$ cat src/rtl/uart_tx_fifo.sv
// uart_tx_fifo: FIFO-buffered UART transmitter (valid/ready word input, start/WORD data LSB-first/STOP_BITS stop serial output, done pulse, fill count)
module uart_tx_fifo #(
  parameter int CLKS_PER_BIT = 87,
  parameter int WORD = 8,
  parameter int FIFO_DEPTH = 4,
  parameter int STOP_BITS = 1
) (
  input  logic                          i_Clock,
  input  logic                          i_Rst_n,
  input  logic                          i_Tx_Valid,
  output logic                          o_Tx_Ready,
  input  logic [WORD-1:0]               i_Tx_Byte,
  output logic                          o_Tx_Serial,
  output logic                          o_Tx_Active,
  output logic                          o_Tx_Done,
  output logic [$clog2(FIFO_DEPTH):0]   o_Fifo_Count
);
  localparam int AW = $clog2(FIFO_DEPTH);
  localparam int CW = $clog2(STOP_BITS * CLKS_PER_BIT);
  localparam int IW = WORD == 1 ? 1 : $clog2(WORD);
  localparam logic [CW-1:0] BIT_END = CW'(CLKS_PER_BIT - 1);
  localparam logic [CW-1:0] STOP_END = CW'(STOP_BITS * CLKS_PER_BIT - 1);
  localparam logic [CW-1:0] DONE_AT = CW'(STOP_BITS * CLKS_PER_BIT - 2);
  localparam logic [IW-1:0] LAST_BIT = IW'(WORD - 1);
  typedef enum logic [1:0] {IDLE, START, DATA, STOP} state_t;
  state_t state;
  logic [WORD-1:0] mem [FIFO_DEPTH];
  logic [AW-1:0] wr_ptr, rd_ptr;
  logic [CW-1:0] clk_cnt;
  logic [IW-1:0] bit_idx;
  logic [WORD-1:0] shift;
  logic push, pop, frame_end;
  logic [AW:0] next_count;
  always_comb begin
    push = i_Tx_Valid && o_Tx_Ready;
    frame_end = state == STOP && clk_cnt == STOP_END;
    pop = o_Fifo_Count != '0 && (state == IDLE || frame_end);
    next_count = o_Fifo_Count + (AW+1)'(push) - (AW+1)'(pop);
  end
  always_ff @(posedge i_Clock)
    if (push) mem[wr_ptr] <= i_Tx_Byte;
  always_ff @(posedge i_Clock) begin
    if (!i_Rst_n) begin
      state <= IDLE;
      o_Tx_Serial <= 1'b1;
      o_Tx_Active <= 1'b0;
      o_Tx_Done <= 1'b0;
      o_Tx_Ready <= 1'b0;
      o_Fifo_Count <= '0;
      wr_ptr <= '0;
      rd_ptr <= '0;
      clk_cnt <= '0;
      bit_idx <= '0;
      shift <= '0;
    end else begin
      o_Fifo_Count <= next_count;
      o_Tx_Ready <= !next_count[AW];
      o_Tx_Done <= 1'b0;
      if (push) wr_ptr <= wr_ptr + 1'b1;
      if (pop) begin
        rd_ptr <= rd_ptr + 1'b1;
        shift <= mem[rd_ptr];
      end
      case (state)
        IDLE: begin
          state <= pop ? START : IDLE;
          clk_cnt <= '0;
          o_Tx_Serial <= !pop;
          o_Tx_Active <= pop;
        end
        START:
          if (clk_cnt == BIT_END) begin
            state <= DATA;
            clk_cnt <= '0;
            bit_idx <= '0;
            o_Tx_Serial <= shift[0];
          end else clk_cnt <= clk_cnt + 1'b1;
        DATA:
          if (clk_cnt == BIT_END) begin
            clk_cnt <= '0;
            if (bit_idx == LAST_BIT) begin
              state <= STOP;
              o_Tx_Serial <= 1'b1;
            end else begin
              bit_idx <= bit_idx + 1'b1;
              o_Tx_Serial <= shift[bit_idx + 1'b1];
            end
          end else clk_cnt <= clk_cnt + 1'b1;
        STOP:
          if (frame_end) begin
            state <= pop ? START : IDLE;
            clk_cnt <= '0;
            o_Tx_Serial <= !pop;
            o_Tx_Active <= pop;
          end else begin
            clk_cnt <= clk_cnt + 1'b1;
            o_Tx_Done <= clk_cnt == DONE_AT;
          end
        default: begin
          state <= IDLE;
          o_Tx_Serial <= 1'b1;
          o_Tx_Active <= 1'b0;
        end
      endcase
    end
  end
endmodule

$ cat config.mk
export PLATFORM = sky130hd
export DESIGN_NAME = uart_tx_fifo
export DESIGN_NICKNAME = d
export VERILOG_FILES = /design/src/rtl/uart_tx_fifo.sv
export SDC_FILE = /design/constraint.sdc
export NUM_CORES = 1
export LEC_CHECK = 0
export BUFFER_PORTS_ARGS = -buffer_cell sky130_fd_sc_hd__buf_2
export CORE_AREA = 2 2 76 78
export DETAILED_ROUTE_END_ITERATION = 8
export DIE_AREA = 0 0 78 80
export GPL_TIMING_DRIVEN = 0
export PLACE_DENSITY = 0.76
export SYNTH_ARGS = -nofsm -noshare
export SYNTH_HDL_FRONTEND = slang
export SYNTH_SLANG_ARGS = --single-unit
$ cat constraint.sdc
create_clock -name i_Clock -period 4.55 [get_ports i_Clock]
set_input_delay 0.91 -clock i_Clock [delete_from_list [all_inputs] [get_ports i_Clock]]
set_output_delay 0.91 -clock i_Clock [all_outputs]
set_load 0.02 [all_outputs]
Yosys cells after proc, flatten, opt, wreduce, memory -nomap -nowiden
Memories as Yosys holds them, arrays and structs flattened. A register that Yosys moved wholly into a read port is not among the register bits.
Cells that the tools add are included.

operators by class
  add/subtract/negate cells = 6
  $lt $le $gt $ge = 1
  equality and inequality tests = 11
  multiplexer cells = 24
  bitwise operators = 2
  reductions and logical operators = 17

operators with widths
  cell                                                                          count
  7-bit one-hot mux with 3 select lines                                         1
  7-bit == test, second input constant                                          2
  7-bit 2-to-1 mux                                                              2
  2-bit inequality test, second input constant                                  5
  1-bit 2-to-1 mux                                                              9
  3-bit 2-to-1 mux                                                              3
  2-bit 2-to-1 mux                                                              4
  2-bit one-hot mux with 4 select lines                                         1
  4-bit AND reduction                                                           2
  7-bit by 1-bit adder with 7-bit output, second input constant                 1
  3-bit one-hot mux with 2 select lines                                         1
  2-bit by 1-bit adder with 2-bit output, second input constant                 2
  2-bit == test, second input constant                                          2
  3-bit by 4-bit less-than comparator with 1-bit output, second input constant  1
  1-bit one-hot mux with 4 select lines                                         1
  2-bit nonzero test                                                            2
  3-bit by 1-bit adder with 3-bit output                                        1
  3-bit by 1-bit adder with 3-bit output, second input constant                 1
  1-bit binary-select mux with 3-bit select                                     1
  3-bit == test, second input constant                                          1
  1-bit logical AND                                                             3
  1-bit zero test                                                               3
  3-bit AND reduction                                                           1
  3-bit nonzero test                                                            1
  other kinds (9)                                                               10

storage, ports and cells
  flip-flop bits (word level) = 23
  RAM bits = 32
  output and inout port bits = 7
  word-level logic and storage cells = 72
  memories = 1

memory list
  memory  depth  bits a word  read ports  clocked after memory_dff  wr ports  RTL line  RTL
  mem     4      8            1           1                         1         27        logic [WORD-1:0] mem [FIFO_DEPTH];

Longest topological paths before layout
  depth after elaboration = 7
  depth in mapped cells = 11

Worst setup path before layout
Ideal clock, no wire load.

  kind = register -> register
  start = register clk_cnt[0]
  end = register o_Fifo_Count[2]
  library setup time = 0.115 ns
  arrival = 2.237 ns
  path slack = 2.198 ns
  stages on the path, launching flop included = 12
  buffers on the path = 2
  clock period less this slack = 2.352 ns
  cells stage by stage = dfxtp_1 > inv_1 > ha_1 > buf_2 > a41oi_1 > clkbuf_1 > nor2_1 > xnor2_1 > ha_1 > fa_1 > xnor2_1 > and2_1

between the ends
  cells in the longest elaborated chain, start to end = 5

ends and longest elaborated chain
  what                                         RTL line  RTL
  start: declaration                           29        logic [CW-1:0] clk_cnt;
  start signal: assignment                     77        end else clk_cnt <= clk_cnt + 1'b1;
  start signal: assignment                     88        end else clk_cnt <= clk_cnt + 1'b1;
  start signal: assignment                     96        clk_cnt <= clk_cnt + 1'b1;
  7-bit == test                                36        frame_end = state == STOP && clk_cnt == STOP_END;
  1-bit logical AND                            36
  1-bit logical OR                             37        pop = o_Fifo_Count != '0 && (state == IDLE || frame_end);
  1-bit logical AND                            37
  3-bit by 1-bit subtractor with 3-bit output  38        next_count = o_Fifo_Count + (AW+1)'(push) - (AW+1)'(pop);
  end signal: assignment                       56        o_Fifo_Count <= next_count;
  end: declaration                             16        output logic [$clog2(FIFO_DEPTH):0] o_Fifo_Count

Every way passes these cells.
A chain may end at the register's enable or synchronous reset.

Final worst setup path
Ends and elaborated chain as after synthesis.

==> impl_metrics.json <==
{
  "cts_buffer_depth": 2,
  "cts_setup_buffers": 0,
  "fin_nets": 279,
  "reg2reg_slack_ns": 1.94,
  "core_mm2": 0.00541,
  "synth_xor_area_frac": 0.0276,
  "first_pass_iters": 4,
  "antennaDiodeCount": 0,
  "power.density_mw_per_mm2": 592,
  "fmax_ghz": 0.384,
  "critPathLaunch": "clk_cnt[0]$_SDFF_PN0_",
  "ys_async_sr_fraction": 0,
  "yosys_warnings": 0,
  "finalHoldViolations": 0,
  "drt-initial-drc-count": 148,
  "synthCells": 224,
  "cts_hold_buf": 0,
  "grt_pass1_wl_um": 8430,
  "final-max-slew-violation-count": 0,
  "grt_pass1_vias": 1773,
  "avgRoutedWirePerCell_um": 15.1,
  "grt_setup_unrepaired": "no",
  "synth.area.top_cells": "edfxtp_1 34%, dfxtp_1 22%, mux4_2 7.9%",
  "rows": 27,
  "clock-sinks": 63,
  "place.gp.congestion": 0.879,
  "placed_area_mm2": 0.00303,
  "tightestPinTransition_ns": 0.553,
  "grt_max_degree": 11,
  "ios": 18,
  "synth_top_family_by_area": "simple AND/OR/NAND/NOR gates",
  "syn_area_mm2": 0.00286,
  "finish.instance_area_mm2": 0.00326,
  "ys_types": 42,
  "worstSetupStartpointType": "register",
  "cts_max_level": 3,
  "grt_overflow": 0,
  "tritoncts.num_buffers": 9,
  "setup_viol": 0,
  "r2r-start": "clk_cnt[0]$_SDFF_PN0_",
  "die_w_um": 78,
  "post-route-min-period_ns": 2.61,
  "synth_top_area_share": 0.336,
  "antenna_left": 0,
  "status": "finished clean",
  "synth.mux.area_fraction": 0.0963,
  "yosysSeqAreaShare": 0.553,
  "num_vias": 1791,
  "track_usage": 0.179,
  "syn_nets": 251,
  "die_y_um": 80,
  "postSynthRegisterBits": 63,
  "fillCellCount": 438,
  "drc_errors": 0,
  "fin_util": 0.602,
  "drv_cap": 0,
  "synth_top_area_cell": "edfxtp_1",
  "relSlewSlack": 0.632,
  "cts_root_buf": "clkbuf_8",
  "cts_tree": "built",
  "synth_ff_type": "edfxtp_1",
  "yosys.area_share.adder": 0.0727,
  "p_leak_nw": 1.21,
  "worstSetupEndpointType": "register",
  "synth_compound_area_frac": 0.0766,
  "synth-edff-count": 32,
  "drive_gt1_frac": 0.230,
  "clk_latency_ns": 0.34,
  "fin_crit_sh": 0.573,
  "synth-simple-area-share": 0.133,
  "syn_avg_cell_area_um2": 12.8,
  "path_max_fanout": 10,
  "dieArea_mm2": 0.00624,
  "hpwl_um": 3430,
  "port_buffers": 17,
  "max-vdd-ir-drop_mv": 0.337,
  "viasPerCell": 5.44,
  "cts.clk_slew.worst_paths_ns": 0.07,
  "hp-class": "register to register",
  "hp-start": "bit_idx[1]$_SDFFE_PN0P_",
  "whs_ns": 0.456,
  "worstPathRequired_ns": 4.78,
  "path_class": "register to register",
  "antenna_found_initial": 0,
  "fin_worst_skew_ns": 0.00782,
  "area_growth_pct": 13.9,
  "wl_um": 4960,
  "start_util": 0.529,
  "tns_ns": 0,
  "cts-resized-gates": 0,
  "power_mw": 1.93,
  "critPathArrivalTime_ns": 2.84
}
stage by stage:
step	setup WS, ns	cells
floorplan	2.20	224
global placement	1.95	313
detailed placement	1.95	313
CTS	1.94	329
global route	1.69	329
finish	1.94	329
layer usage:
layer	up-vias	GRT usage	share of wire
met5	-	0	0
met4	0	0.0579	0.013
met3	7	0.0566	0.039
met2	35	0.295	0.49
met1	876	0.226	0.46
li1	873	-	-
registers in the layout, summed over array words and instances, names as in the netlist, 2 cells and up:
register,count
mem,32
shift,8
clk_cnt,7
bit_idx,3
o_Fifo_Count,3
rd_ptr,2
state,2
wr_ptr,2
cells in the final DEF, fill, tap and decap left out, drive strengths merged, types with 2 or more instances in the layout:
master  instances
a21boi          5
nand4b          4
or3             3
inv             9
a41o            2
xor2            3
buf            23
edfxtp         32
bufinv          2
xnor2           6
nor3            2
mux2i           5
nor2b           3
a41oi           2
and3            7
and2            4
nand3          13
nor2           14
ha             15
dfxtp          31
clkinv          2
o21ai           9
nand2          11
a21oi           8
mux4           10
clkbuf         19
report_power, final:
part	switching (mW)	leakage [nW]	internal [mW]
clock network	0.207	0.112	0.335
logic	0.349	0.556	0.291
registers	0.0577	0.543	0.689
total	0.613	1.21	1.32
synth_stat cells (4+ instances only):
cell / count
and2_1: 4
nand3_1: 13
o21ai_0: 9
a21oi_1: 8
nand4b_1: 4
mux4_2: 10
edfxtp_1: 32
nand2_1: 11
clkbuf_1: 7
mux2i_1: 5
and3_1: 5
dfxtp_1: 31
ha_1: 15
inv_1: 9
buf_6: 4
xnor2_1: 6
nor2_1: 7
a21boi_0: 5
nor2_2: 6
cells by family (layout without fill, tap and decap cells):
family / count (synthesis) / after routing
adder cells (fa/ha/maj): 16 / 16
XOR/XNOR: 9 / 9
flip-flops: 63 / 63
buffers and inverters: 22 / 55
AO/OA/AOI/OAI: 33 / 33
AND/OR/NAND/NOR: 66 / 66
multiplexers: 15 / 15
critical path, stage by stage, from the launching register on:
cell	delay (ns)
dfxtp_1	0.40
inv_1	0.07
ha_1	0.20
buf_2	0.17
a41oi_1	0.22
clkbuf_1	0.32
nor2_1	0.12
xnor2_1	0.14
ha_1	0.19
fa_1	0.37
xnor2_1	0.15
and2_1	0.16
area by class of cell:
class                   instances  area, um^2  area share
multi-input cells             139        1160       0.357
plain buffers                  13        81.3      0.0250
inverters                       9        33.8      0.0104
clock inverters                 4        67.6      0.0208
flip-flops and latches         63        1580       0.486
repair buffers                 17        85.1      0.0261
well taps                      72        90.1      0.0277
clock buffers                  12         155      0.0477
worst paths after layout:
kind                            cells past startpoint                         end
worst max register to register                     11  o_Fifo_Count[2]$_SDFF_PN0_
worst max-delay path                               11  o_Fifo_Count[2]$_SDFF_PN0_
worst min register to register                      2     bit_idx[1]$_SDFFE_PN0P_
worst min-delay path                                2     bit_idx[1]$_SDFFE_PN0P_
(Power assumes the default switching activity.)
